==> config.mk <==
export PLATFORM = sky130hd
export DESIGN_NAME = cam_fb_writer
export DESIGN_NICKNAME = d
export VERILOG_FILES = /design/src/rtl/cam_fb_writer.sv
export SDC_FILE = /design/constraint.sdc
export NUM_CORES = 1
export LEC_CHECK = 0
export ABC_CLOCK_PERIOD_IN_PS = 2400
export BUFFER_PORTS_ARGS = -buffer_cell sky130_fd_sc_hd__buf_2
export CAP_MARGIN = 10
export CORE_ASPECT_RATIO = 1.5
export CORE_MARGIN = 5
export CORE_UTILIZATION = 48
export DETAILED_ROUTE_END_ITERATION = 10
export PLACE_DENSITY = 0.65
export SYNTH_ARGS = -nofsm -noshare
export SYNTH_HDL_FRONTEND = slang
export SYNTH_SLANG_ARGS = --single-unit
==> constraint.sdc <==
create_clock -name clk -period 2.4 [get_ports clk]
set_clock_uncertainty 0.05 [all_clocks]
set_input_delay 0.36 -clock clk [delete_from_list [all_inputs] [get_ports clk]]
set_output_delay 0.36 -clock clk [all_outputs]
set_load 0.01 [all_outputs]
==> src/rtl/cam_fb_writer.sv <==
// OV7670-style byte stream capture into a 320x240 RGB565 frame buffer.
// Define CAM_FBW_DECIMATE_EN to accept a 640x480 stream decimated 2:1.
module cam_fb_writer #(
    parameter int H_PIX  = 320,
    parameter int V_PIX  = 240,
    parameter int ADDR_W = $clog2(H_PIX * V_PIX)
) (
    input  logic              clk,
    input  logic              rst_n,
    input  logic              cam_pclk,
    input  logic              cam_vsync,
    input  logic              cam_href,
    input  logic [7:0]        cam_data,
    input  logic              capture_en,
    output logic              wr_en,
    output logic [ADDR_W-1:0] wr_addr,
    output logic [15:0]       wr_data,
    output logic              frame_done,
    output logic              busy,
    output logic              pix_err
);

`ifdef CAM_FBW_DECIMATE_EN
    localparam int SH = 1;
`else
    localparam int SH = 0;
`endif
    // x/y count input pixels/lines; stored coordinates are these >> SH
    localparam int XLIM = H_PIX << SH;
    localparam int YLIM = V_PIX << SH;
    localparam int XW   = $clog2(XLIM + 1);
    localparam int YW   = $clog2(YLIM + 1);

    typedef enum logic [1:0] {IDLE, WAIT_VS, CAPTURE} state_t;

    state_t            state_q, state_d;
    logic [2:0]        pclk_q, pclk_d;
    logic [2:0]        vs_q, vs_d;
    logic [2:0]        href_q, href_d;
    logic [7:0]        dat1_q, dat1_d;
    logic [7:0]        dat2_q, dat2_d;
    logic [XW-1:0]     x_q, x_d;
    logic [YW-1:0]     y_q, y_d;
    logic [ADDR_W-1:0] base_q, base_d;
    logic              phase_q, phase_d;
    logic [7:0]        b0_q, b0_d;
    logic              err_q, err_d;
    logic              pv_q, pv_d;
    logic [ADDR_W-1:0] pa_q, pa_d;
    logic [15:0]       pd_q, pd_d;
    logic              fd_q, fd_d;
    logic              wr_en_q, wr_en_d;
    logic [ADDR_W-1:0] wr_addr_q, wr_addr_d;
    logic [15:0]       wr_data_q, wr_data_d;
    logic              frame_done_q, frame_done_d;
    logic              busy_q, busy_d;

    logic pclk_rise, vs_rise, vs_fall, href, href_fall;
    logic keep, adv;

    assign pclk_rise = pclk_q[1] & ~pclk_q[2];
    assign vs_rise   = vs_q[1] & ~vs_q[2];
    assign vs_fall   = ~vs_q[1] & vs_q[2];
    assign href      = href_q[1];
    assign href_fall = ~href_q[1] & href_q[2];

    assign keep = (x_q < XW'(XLIM)) && (y_q < YW'(YLIM)) &&
                  ((SH == 0) || (!x_q[0] && !y_q[0]));
    assign adv  = (SH == 0) || !y_q[0];

    always_comb begin
        pclk_d       = {pclk_q[1:0], cam_pclk};
        vs_d         = {vs_q[1:0], cam_vsync};
        href_d       = {href_q[1:0], cam_href};
        dat1_d       = cam_data;
        dat2_d       = dat1_q;
        state_d      = state_q;
        x_d          = x_q;
        y_d          = y_q;
        base_d       = base_q;
        phase_d      = phase_q;
        b0_d         = b0_q;
        err_d        = err_q;
        pv_d         = 1'b0;
        pa_d         = pa_q;
        pd_d         = pd_q;
        fd_d         = 1'b0;
        wr_en_d      = pv_q;
        wr_addr_d    = pv_q ? pa_q : wr_addr_q;
        wr_data_d    = pv_q ? pd_q : wr_data_q;
        frame_done_d = fd_q;

        unique case (state_q)
            IDLE: begin
                if (capture_en) state_d = WAIT_VS;
            end
            WAIT_VS: begin
                if (vs_fall) begin
                    state_d = CAPTURE;
                    x_d     = '0;
                    y_d     = '0;
                    base_d  = '0;
                    phase_d = 1'b0;
                    err_d   = 1'b0;
                end
            end
            CAPTURE: begin
                if (vs_rise) begin
                    fd_d    = 1'b1;
                    state_d = capture_en ? WAIT_VS : IDLE;
                end else if (pclk_rise && href) begin
                    if (!phase_q) begin
                        b0_d    = dat2_q;
                        phase_d = 1'b1;
                    end else begin
                        phase_d = 1'b0;
                        pv_d    = keep;
                        pa_d    = base_q + ADDR_W'(x_q >> SH);
                        pd_d    = {b0_q, dat2_q};
                        if (x_q < XW'(XLIM)) x_d = x_q + 1'b1;
                    end
                end else if (href_fall) begin
                    phase_d = 1'b0;
                    if (phase_q) err_d = 1'b1;
                    // only lines that formed a pixel advance the row
                    if (x_q != '0) begin
                        x_d = '0;
                        if (y_q < YW'(YLIM)) begin
                            y_d = y_q + 1'b1;
                            if (adv) base_d = base_q + ADDR_W'(H_PIX);
                        end
                    end
                end
            end
            default: state_d = IDLE;
        endcase

        busy_d = (state_d != IDLE);
    end

    always_ff @(posedge clk or negedge rst_n) begin
        if (!rst_n) begin
            state_q      <= IDLE;
            pclk_q       <= '0;
            vs_q         <= '0;
            href_q       <= '0;
            dat1_q       <= '0;
            dat2_q       <= '0;
            x_q          <= '0;
            y_q          <= '0;
            base_q       <= '0;
            phase_q      <= 1'b0;
            b0_q         <= '0;
            err_q        <= 1'b0;
            pv_q         <= 1'b0;
            pa_q         <= '0;
            pd_q         <= '0;
            fd_q         <= 1'b0;
            wr_en_q      <= 1'b0;
            wr_addr_q    <= '0;
            wr_data_q    <= '0;
            frame_done_q <= 1'b0;
            busy_q       <= 1'b0;
        end else begin
            state_q      <= state_d;
            pclk_q       <= pclk_d;
            vs_q         <= vs_d;
            href_q       <= href_d;
            dat1_q       <= dat1_d;
            dat2_q       <= dat2_d;
            x_q          <= x_d;
            y_q          <= y_d;
            base_q       <= base_d;
            phase_q      <= phase_d;
            b0_q         <= b0_d;
            err_q        <= err_d;
            pv_q         <= pv_d;
            pa_q         <= pa_d;
            pd_q         <= pd_d;
            fd_q         <= fd_d;
            wr_en_q      <= wr_en_d;
            wr_addr_q    <= wr_addr_d;
            wr_data_q    <= wr_data_d;
            frame_done_q <= frame_done_d;
            busy_q       <= busy_d;
        end
    end

    assign wr_en      = wr_en_q;
    assign wr_addr    = wr_addr_q;
    assign wr_data    = wr_data_q;
    assign frame_done = frame_done_q;
    assign busy       = busy_q;
    assign pix_err    = err_q;

endmodule
Yosys cells after proc, flatten, opt, wreduce, memory -nomap -nowiden
Cells that the tools add are included.
{"block": "op_classes", "n_addsub": 4, "magnitude_cmp": 2, "n_eq_ne": 13, "mux": 44, "bitwise": 10, "n_reduce_logical": 12}
{"cell": "$mux W17", "n": 6}
{"cell": "$mux W9", "n": 7}
{"cell": "$mux W8", "n": 6}
{"cell": "$pmux W17 S2", "n": 1}
{"cell": "$pmux W9 S2", "n": 1}
{"cell": "$add A17 B9 Y17", "n": 1}
{"cell": "$add A17 B9 Y17 const B", "n": 1}
{"cell": "$mux W1", "n": 16}
{"cell": "$pmux W8 S2", "n": 1}
{"cell": "$ne A2 B2 Y1 const B", "n": 7}
{"cell": "$reduce_and A7 Y1", "n": 2}
{"cell": "$ne A3 B3 Y1 const B", "n": 4}
{"cell": "$reduce_and A4 Y1", "n": 3}
{"cell": "$add A9 B1 Y9 const B", "n": 1}
{"cell": "$lt A9 B9 Y1 const B", "n": 1}
{"cell": "$reduce_bool A9 Y1", "n": 1}
{"cell": "$add A8 B1 Y8 const B", "n": 1}
{"cell": "$lt A8 B8 Y1 const B", "n": 1}
{"cell": "$mux W2", "n": 3}
{"cell": "$not A1 Y1", "n": 6}
{"cell": "$pmux W2 S3", "n": 1}
{"cell": "$reduce_and A6 Y1", "n": 1}
{"cell": "$and A1 B1 Y1", "n": 4}
{"cell": "$pmux W1 S2", "n": 2}
{"cell": "other kinds (5)", "n": 7}
{"block": "word_totals", "ff_bits": 142, "in_bits": 14, "output_inout_bits": 37, "elab_cells": 106}

Logic depth before layout (Yosys ltp)
Gate-level depths: netlist of run 1.
{"block": "depth", "depth_word": 7, "mapped_depth": 8, "ltp_nobuf": 7}

Worst setup path before layout of run 1
Ideal clock, no wire load.
{"block": "synth_timing", "path_kind": "flip-flop to flip-flop", "startpoint": "register state_q[0]", "endpoint": "register b0_q[0]", "setup_ns": 0.125, "arrival_ns": 1.691, "required_ns": 2.225, "slack_ns": 0.534, "path_stages_with_launch": 7, "n_path_buf": 2, "period_less_slack_ns": 1.866, "path_cell_list": "dfrtp_1 nand2b_1 buf_6 or2_1 buf_6 nor3_4 mux2_2"}
{"block": "synth_between", "elab_chain_cells": 2}
{"item": "from (decl)", "line_no": "36", "rtl": "state_t state_q, state_d;"}
{"item": "from (signal assigned)", "line_no": "165", "rtl": "state_q <= state_d;"}
{"item": "$eq A2 B2 Y1", "line_no": "93", "rtl": "unique case (state_q)"}
{"item": "$reduce_and A4 Y1 (no line)"}
{"item": "to (signal assigned)", "line_no": "153", "rtl": "b0_q <= '0;"}
{"item": "to (signal assigned)", "line_no": "175", "rtl": "b0_q <= b0_d;"}
{"item": "to (decl)", "line_no": "46", "rtl": "logic [7:0] b0_q, b0_d;"}
No other way between the ends.
A chain may end at the register's enable or synchronous reset.

Worst setup path in the final report of run 1
{"block": "layout_timing", "startpoint": "register x_q[0]", "endpoint": "register base_q[11]"}
{"block": "layout_between", "elab_chain_cells": 3}
{"item": "from (decl)", "line_no": "42", "rtl": "logic [XW-1:0] x_q, x_d;"}
{"item": "from (signal assigned)", "line_no": "149", "rtl": "x_q <= '0;"}
{"item": "from (signal assigned)", "line_no": "171", "rtl": "x_q <= x_d;"}
{"item": "$reduce_bool A9 Y1", "line_no": "126", "rtl": "if (x_q != '0) begin"}
{"item": "$ne A2 B2 Y1 (no line)"}
{"item": "$reduce_and A7 Y1 (no line)"}
{"item": "to (signal assigned)", "line_no": "173", "rtl": "base_q <= base_d;"}
{"item": "to (decl)", "line_no": "44", "rtl": "logic [ADDR_W-1:0] base_q, base_d;"}
No other way between the ends.

==> results by group, run 1 <==
Die
  • Initial Util: 49.3%
  • DIE WIDTH: 97.0 um
  • Ports: 51
  • Die Y: 140 um
  • Row cnt: 47
  • DIE AREA: 13,600 sq um
  • Core Region: 11,100 sq um

Yosys
  • Synth top area share: 62.5%
  • Yosys reg bits: 136
  • Largest family of logic cells by synthesized area: multiplexers
  • Post-synth top flop: dfrtp_1
  • Post-Synth XOR/XNOR Area: 1.93%
  • Multiplexer area fraction after synthesis: 13.7%
  • Gate Count Post-Synth: 422
  • Synthesized area: 5450 sq um
  • Post-Synth Adder-Cell Area: 2.07%
  • Post-synthesis compound-gate area fraction: 8.16%
  • Async set-or-reset flop fraction in the synthesized netlist: 100%
  • Synth Area in Simple Gates: 9.42%
  • Number of flops mapped to enable cells by yosys: 0
  • Synth area leader: dfrtp_1
  • Average size of a mapped cell: 12.9 sq um
  • Top cells by area, synth: dfrtp_1 63%, mux2_2 12%, o21ai_0 3.7%
  • Sequential area share after synthesis: 62.5%
  • Yosys warns: 0
  • Library cells used by synthesis: 50

Power
  • Pleak: 3.23 nW
  • VDD IR max: 638 uV
  • PwrDens: 806 nW/um^2
  • Pwr Total: 0.00528 W

Setup path
  • Crit end category: register
  • Worst setup path class: register to register
  • CP Data Arrival Time: 2.41 ns
  • Critical path fanouts, max: 11
  • Critical path launch point type: register
  • Required time worst endpoint: 2.67 ns

STA
  • RSZ-0062 raised after global routing: no
  • Slew @ Worst Pin: 0.578 ns
  • Final Cycle Share: 88.9%
  • Fin Setup TNS: 0 ns
  • Slew Viols, Final: 0
  • Clock period minus worst slack: 2.13 ns
  • Fin. Hold Viols: 0
  • Final setup fails: 0
  • Fmax: 0.469 GHz
  • Max transition margin: 61.5%

Status
  • Status: complete, no violations

Detailed routing
  • Pre-antenna DRT Iters: 4
  • Post-DR wirelength/cell: 15.2 um
  • Drt total wl: 9.93 mm
  • Total number of vias: 3,428
  • Residual DRC count: 0
  • Routed Antenna Nets: 0
  • Vias per cell: 5.25
  • First DRT Iteration DRCs: 203

Layout
  • # diodes: 0
  • Nets: 516
  • Most common cell after layout, fill and taps aside: dfrtp_1
  • Fraction of final layout cells sized beyond drive strength 1: 30.4%
  • Fillers: 933
  • Area delta synth->final: 20.3%
  • Commonest cells after routing, fill and taps aside: 136 x dfrtp_1, 59 x mux2_2, 49 x buf_2, 44 x nand2_1, 40 x o21ai_0
  • Final Cell Area: 6550 sq um
  • Multi-input combinational cell area: 1930 sq um
  • Seq. cell area: 3400 sq um

Clock network
  • Root Driver: clkbuf_16
  • Post_cts resized: 0
  • Clock Latency Late Sink: 0.41 ns
  • Max clock buf depth: 2
  • H-tree depth: 4
  • CTS tree: built
  • Clk slew on worst S/H paths: 0.06 ns
  • CTS Sinks: 136
  • Cts bufs inserted: 17

Global routing
  • Gr usage total: 16.1%
  • Vias in the first global route: 3,556
  • First-pass GRT wire length: 17.6 mm
  • GR Overflow Total: 0
  • Largest net degree at the start of global routing: 63
  • Initial antenna violation count: 0

Place
  • I/O Buffers: 50
  • Detail Placement HPWL: 6.67 mm
  • GP Congestion: 0.804
  • Placed inst area: 5880 sq um

Hold path
  • Hold WC Path Type: input pin to register

Run
  • Max-Cap Viols: 0
## registers in the layout (all words and copies together) (netlist names), 2 cells and up
register and cells:
pa_q 17, href_q 3, base_q 11, pclk_q 3
y_q 8, vs_q 3, b0_q 8, pd_q 16
dat1_q 8, state_q 2, wr_data 16, x_q 9
wr_addr 17, dat2_q 8
## final cells by class
class | count | share of cell area (%)
inverters | 5 | 0.287
repair buffers | 68 | 6.74
well taps | 147 | 2.81
flip-flops and latches | 136 | 52.0
clock inverters | 13 | 1.85
clock buffers | 19 | 6.91
multi-input cells | 265 | 29.4
## stage by stage
| stage | setup WS, ns | util, % | instances | hold WS (ns) |
|---|---|---|---|---|
| final | 0.267 | 59.2 | 653 | 0.0184 |
| after global routing | 0.105 | 59.2 | 653 | 0.00637 |
| after CTS | 0.239 | 59.2 | 652 | 0.00169 |
| after detailed placement | 0.261 | 53.1 | 611 | 0.287 |
| after global placement | 0.373 | 53.1 | 611 | 0.284 |
| after floorplan | 0.534 | - | 423 | 0.0144 |
## metal layers
metal | vias to the layer above | wire length (um) | track usage [%]
met2 | 66 | 5080 | 26.5
met3 | 17 | 393 | 4.78
met5 | - | 0 | 0
li1 | 1646 | - | -
met4 | 0 | 218 | 7.25
met1 | 1699 | 4240 | 19.5
## timing repair
item | in CTS | in global routing
setup buffers | 0 | 0
hold endpoints to repair | 67 | 1
hold buffers | 9 | 1
## worst max-delay path, stage by stage (launching register included)
cell and delay [ns]:
dfrtp_1 0.42, inv_1 0.09, ha_1 0.13, nor4b_1 0.46
a2bb2oi_1 0.20, and2_1 0.32, nand4_1 0.17, mux2i_1 0.20
## cells by family after synthesis
group | Yosys count
mux | 67
buf+inv | 22
xor+xnor | 12
compound gates | 74
other cells | 1
flops | 136
simple gates | 101
fa+ha+maj | 9
## cells in the mapped netlist (7+ instances only)
master and count:
a21oi_1 9, buf_2 7, dfrtp_1 136, ha_1 9, mux2_2 59, mux2i_1 7
nand2_1 44, nand3_1 11, nand4_1 7, nor2_1 10, o21ai_0 40, xor2_1 8
## where the power goes
group | switching (W) | total [W] | leakage (nW) | internal [W]
Clock | 0.000975 | 0.00246 | 0.268 | 0.00148
Sequential | 0.0000737 | 0.00250 | 1.79 | 0.00242
Combinational | 0.000173 | 0.000324 | 1.17 | 0.000151
## final timing paths
| path | from | endpoint | slack, ns | cells after the start |
|---|---|---|---|---|
| min in group asynchronous | rst_n | wr_data[3] | 0.46 | 2 |
| min reg2reg | dat1_q[0] | dat2_q[0] | 0.29 | 0 |
| max reg2reg | x_q[0] | base_q[11] | 0.27 | 7 |
| min | cam_data[0] | dat1_q[0] | 0.02 | 1 |
| max in group asynchronous | rst_n | wr_addr[8] | 1.19 | 3 |
| max | x_q[0] | base_q[11] | 0.27 | 7 |
(Power assumes the default switching activity.)
==> run 2: changes to the inputs <==
ABC_AREA = 1   (was unset)
CORE_MARGIN = 3   (was 5)
PLACE_DENSITY = 0.64   (was 0.65)
==> run 2 against run 1 <==
- die area shrank 0.77%
- sequential power increased by 2%
- count of clock-buffer cells in the layout is 1 lower
- register-to-register slack gained 0.26 ns
- non-clock buffer count down 3
- sequential share of layout area shrank 2.8 points
- hold slack about the same
- combinational power increased by 77%
- power grew 8.9%
- global-route usage is 2.3 points higher
- final area is 5.7% higher
- sequential cell count stayed put
- critical path type unchanged
- largest cell class unchanged
==> results by group, run 2 <==
Clock network
  • H-tree depth: 4
  • Post_cts resized: 0
  • Clock Latency Late Sink: 0.40 ns
  • CTS Sinks: 136
  • CTS tree: built
  • Cts bufs inserted: 17
  • Setup bufs post-CTS: 0
  • Root Driver: clkbuf_16
  • # hold bufs at CTS: 9
  • Max clock buf depth: 2
  • Clk slew on worst S/H paths: 0.06 ns

Yosys
  • Post-synth top flop: dfrtp_1
  • Average size of a mapped cell: 9.54 sq um
  • Most numerous cell in the Yosys netlist: nand2_1
  • Yosys reg bits: 136
  • Yosys warns: 0
  • Library cells used by synthesis: 31
  • Async set-or-reset flop fraction in the synthesized netlist: 100%
  • Synthesized area: 5820 sq um
  • Gate Count Post-Synth: 610
  • Number of flops mapped to enable cells by yosys: 0
  • Top cells by area, synth: dfrtp_1 58%, nand2_1 12%, mux2_2 6.4%
  • Synth area leader: dfrtp_1
  • Most frequent cells after synthesis: 187 x nand2_1, 136 x dfrtp_1, 49 x inv_1
  • Sequential area share after synthesis: 58.5%
  • Synth top area share: 58.5%

STA
  • Fin. Hold Viols: 0
  • Clock period minus worst slack: 1.87 ns
  • Max transition margin: 47.9%
  • RSZ-0062 raised after global routing: no
  • Fin Setup TNS: 0 ns
  • Slew @ Worst Pin: 0.781 ns
  • Slew Viols, Final: 0
  • Final Cycle Share: 78.1%
  • Fmax: 0.533 GHz
  • Final setup fails: 0

Die
  • Row cnt: 48
  • DIE AREA: 13,500 sq um
  • DIE WIDTH: 95.9 um
  • Die Y: 141 um
  • Ports: 51
  • Core Region: 11,700 sq um
  • Initial Util: 49.7%

Place
  • Placed inst area: 6220 sq um
  • Detail Placement HPWL: 7.78 mm
  • I/O Buffers: 50
  • GP Congestion: 0.890

Power
  • VDD IR max: 663 uV
  • PwrDens: 831 nW/um^2
  • Pleak: 3.52 nW

Global routing
  • First-pass GRT wire length: 19.7 mm
  • Gr usage total: 18.4%
  • Largest net degree at the start of global routing: 50
  • Vias in the first global route: 4,210
  • GR Overflow Total: 0
  • Initial antenna violation count: 0

Hold path
  • Hold WC Path Type: input pin to register

Setup path
  • Critical path launch point type: register
  • Setup slack, reg-to-reg: 0.53 ns
  • Required time worst endpoint: 2.61 ns
  • Crit end category: register
  • CP Data Arrival Time: 2.09 ns
  • Worst setup path class: register to register
  • Critical path fanouts, max: 25

Detailed routing
  • Vias per cell: 5.03
  • Drt total wl: 11.2 mm
  • Residual DRC count: 0
  • Post-DR wirelength/cell: 13.3 um
  • Routed Antenna Nets: 0
  • Pre-antenna DRT Iters: 6
  • First DRT Iteration DRCs: 253
  • Total number of vias: 4,227

Run
  • Max-Cap Viols: 0

Layout
  • Final Cell Area: 6920 sq um
  • Area delta synth->final: 18.9%
  • Nets: 700
  • Commonest cells after routing, fill and taps aside: 187 x nand2_1, 136 x dfrtp_1, 49 x inv_1, 49 x buf_2, 44 x o21ai_0
  • Fillers: 1,040
  • Fraction of final layout cells sized beyond drive strength 1: 19.6%
  • Most common cell after layout, fill and taps aside: nand2_1
  • # diodes: 0

Status
  • Status: complete, no violations
==> run 2: stage by stage <==
step | worst slack [ns] | hold WS, ns | std cells | total power (W) | utilization [%]
final | 0.525 | 0.0183 | 840 | 0.00575 | 59.1
after detailed placement | 0.520 | 0.279 | 798 | 0.00316 | 53.1
after CTS | 0.506 | 0.00103 | 839 | 0.00582 | 59.0
after global routing | 0.281 | 0.000168 | 840 | 0.00602 | 59.1
after global placement | 0.561 | 0.274 | 798 | 0.00313 | 53.1
after floorplan | 0.819 | 0.0144 | 611 | 0.00295 | -
==> run 2: final timing paths <==
kind,startpoint,to,depth (start not counted)
worst max register to register,state_q[0],y_q[6],8
worst min-delay path,cam_data[3],dat1_q[3],1
worst min register to register,href_q[0],href_q[1],0
max in group asynchronous,rst_n,wr_addr[2],3
worst max-delay path,state_q[0],y_q[6],8
min in group asynchronous,rst_n,wr_data[5],2
==> run 2: layer usage <==
metal	wire length [um]	vias to the layer above	share of wire, %	GRT usage (%)
li1	-	2098	-	-
met1	4880	2016	44	23.9
met2	5680	95	51	30.1
met3	413	18	3.7	4.32
met4	176	0	1.6	5.77
met5	0	-	0	0
==> run 2: report_power, final <==
| group | internal [W] | switching [W] | leakage [nW] |
|---|---|---|---|
| registers | 0.00246 | 0.0000877 | 1.79 |
| clock network | 0.00164 | 0.000989 | 0.293 |
| logic | 0.000196 | 0.000376 | 1.44 |
==> run 2: logic make-up (layout without fill, tap and decap cells) <==
kind of cell             after synthesis  after routing  synth area share, %
multiplexers                          33             33                 6.38
other                                  1              2               0.0644
adder cells (fa/ha/maj)                9              9                 1.93
buffers and inverters                 70            149                 5.03
flip-flops                           136            136                 58.5
AND/OR/NAND/NOR                      285            285                 20.5
AO/OA/AOI/OAI                         67             67                 6.30
XOR/XNOR                               9              9                 1.35
==> run 2: final cells by class <==
| class | instances | area [sq um] | share of cell area [%] |
|---|---|---|---|
| Tap cell | 150 | 188 | 2.71 |
| Sequential cell | 136 | 3400 | 49.2 |
| Clock buffer | 18 | 429 | 6.20 |
| Multi-Input combinational cell | 405 | 2130 | 30.8 |
| Inverter | 52 | 195 | 2.82 |
| Clock inverter | 14 | 171 | 2.48 |
| Timing Repair Buffer | 65 | 407 | 5.87 |
==> run 2: critical path, stage by stage, from the launching register on <==
cell and delay [ns]:
dfrtp_1 0.42, inv_2 0.10, nand2_2 0.12, nand2_1 0.08, nand2_1 0.09, nor2_2 0.19, nand3_2 0.42, nand2_1 0.17
o21ai_0 0.10
==> run 3: changes to the inputs <==
ABC_CLOCK_PERIOD_IN_PS = 1800   (was 2400)
clock period = 1.8 ns   (was 2.4 ns; I/O delays follow)
==> run 3 against run 2 <==
- combinational power is 54% higher
- sequential share of layout area is 1.1 points lower
- register-to-register slack worse by 0.39 ns
- largest power group is now registers
- largest cell class unchanged
- highest routed layer unchanged
- utilization is 1.4 points higher
==> results by group, run 3 (same netlist as run 2, synthesis figures left out) <==
Status
  • Status: complete, no violations

Clock network
  • Max clock buf depth: 2
  • Clk slew on worst S/H paths: 0.06 ns
  • H-tree depth: 4
  • CTS tree: built
  • Root Driver: clkbuf_16
  • Cts bufs inserted: 17
  • CTS Sinks: 136
  • Clock Latency Late Sink: 0.41 ns

Global routing
  • Initial antenna violation count: 0
  • First-pass GRT wire length: 20.3 mm
  • Largest net degree at the start of global routing: 59
  • Gr usage total: 19.1%
  • GR Overflow Total: 0
  • Vias in the first global route: 4,379

Setup path
  • Worst setup path class: register to register
  • Crit end category: register
  • Critical path fanouts, max: 7
  • Required time worst endpoint: 2.04 ns
  • CP Data Arrival Time: 1.90 ns
  • Critical path launch point type: register

Layout
  • Fraction of final layout cells sized beyond drive strength 1: 21.6%
  • Area delta synth->final: 21.7%
  • Most common cell after layout, fill and taps aside: nand2_1
  • Final Cell Area: 7090 sq um
  • Commonest cells after routing, fill and taps aside: 186 x nand2_1, 136 x dfrtp_1, 49 x inv_1, 49 x buf_2, 44 x o21ai_0
  • Fillers: 1,018
  • Fin util: 60.5%
  • # diodes: 0
  • Nets: 714

Place
  • DP Worst Slack: 0.00956 ns
  • Detail Placement HPWL: 8.08 mm
  • GP Congestion: 0.868
  • Placed inst area: 6370 sq um
  • I/O Buffers: 50

Power
  • Flop pwr share: 44.9%
  • Switching Fraction: 25.9%
  • VDD IR max: 610 uV
  • Net Sw Power: 0.00197 W
  • Pleak: 3.60 nW
  • Clock power frac: 43.4%
  • P_int: 0.00561 W
  • PwrDens: 1070 nW/um^2
  • Combinational power share: 11.6%

Die
  • Die Y: 141 um
  • DIE AREA: 13,500 sq um
  • Initial Util: 49.7%
  • DIE WIDTH: 95.9 um
  • Ports: 51
  • Row cnt: 48
  • Core Region: 11,700 sq um

Hold path
  • Hold WC Path Type: input pin to register

STA
  • Final setup fails: 0
  • Clock period minus worst slack: 1.66 ns
  • Final WS setup: 0.139 ns
  • Final Hold Slack: 0.0925 ns
  • Final Cycle Share: 92.3%
  • Fmax: 0.602 GHz
  • Fin. Hold Viols: 0
  • Slew Viols, Final: 0

Detailed routing
  • Total number of vias: 4,278
  • Residual DRC count: 0
  • Post-DR wirelength/cell: 13.7 um
  • Routed Antenna Nets: 0
  • First DRT Iteration DRCs: 133
  • Drt total wl: 11.7 mm
  • Pre-antenna DRT Iters: 4
  • Vias per cell: 5.01

Run
  • Max-Cap Viols: 0
-- run 3: changes by cell type in the layout (fill, tap and decap cells not counted), moves of 2 or more --
| cell | previous run | this run |
|---|---|---|
| nor2_2 | 1 | 4 |
| clkbuf_8 | 0 | 2 |
| buf_12 | 1 | 6 |
| nor2_1 | 38 | 34 |
| dlygate4sd3_1 | 10 | 12 |
| bufinv_16 | 3 | 1 |
| buf_4 | 4 | 11 |
| inv_6 | 3 | 5 |
| clkinv_2 | 4 | 1 |
-- run 3: power by group through the flow --
| stage | clock network [W] | registers, W | logic [W] |
|---|---|---|---|
| floorplan | 0 | 0.00347 | 0.000457 |
| global placement | 0 | 0.00345 | 0.000837 |
| detailed placement | 0 | 0.00346 | 0.000860 |
| global route | 0.00350 | 0.00344 | 0.000988 |
| CTS | 0.00336 | 0.00341 | 0.000888 |
| finish | 0.00329 | 0.00341 | 0.000882 |
-- run 3: area by class of cell --
class                   instances  area, sq um  area share (%)
multi-input cells             405         2150            30.3
flip-flops and latches        136         3400            48.0
clock inverters                11          110            1.55
repair buffers                 79          579            8.17
well taps                     150          188            2.65
inverters                      52          195            2.75
clock buffers                  21          460            6.50
-- run 3: path summary, 6_finish.rpt --
path / startpoint / end / slack (ns) / cells after the start
min in group asynchronous: rst_n / wr_data[12] / 0.20 / 2
min: capture_en / state_q[0] / 0.09 / 3
max in group asynchronous: rst_n / base_q[16] / 0.90 / 3
max: x_q[8] / pa_q[11] / 0.14 / 8
max reg2reg: x_q[8] / pa_q[11] / 0.14 / 8
min reg2reg: dat1_q[7] / dat2_q[7] / 0.30 / 0
-- run 3: through the flow --
stage | power (W) | std cells | TNS (ns)
global route | 0.00793 | 854 | -0.0186
detailed placement | 0.00432 | 810 | 0
CTS | 0.00766 | 854 | 0
global placement | 0.00428 | 810 | 0
finish | 0.00758 | 854 | 0
floorplan | 0.00393 | 611 | 0
-- run 3: per-layer routing --
layer / routed length [um] / up-vias / global-route usage [%]
met5: 0 / - / 0
met4: 220 / 0 / 7.35
met3: 385 / 17 / 4.22
met2: 5930 / 69 / 31.8
met1: 5160 / 2067 / 24.1
li1: - / 2125 / -
-- run 3: critical path, stage by stage (launching register included) --
cell     delay [ns]
dfrtp_1        0.42
ha_1           0.37
nand2_1        0.11
nor2_1         0.20
nor2_4         0.06
nand2_2        0.11
nand3_1        0.08
nand2_1        0.07
o21ai_0        0.07
-- run 3: what timing repair did --
item                                   4_1_cts  5_1_grt
setup endpoints to repair                    1       33
hold buffers                                12        0
resized for setup                            1        6
endpoints found under the hold margin      147        0
buffers inserted                             0        0
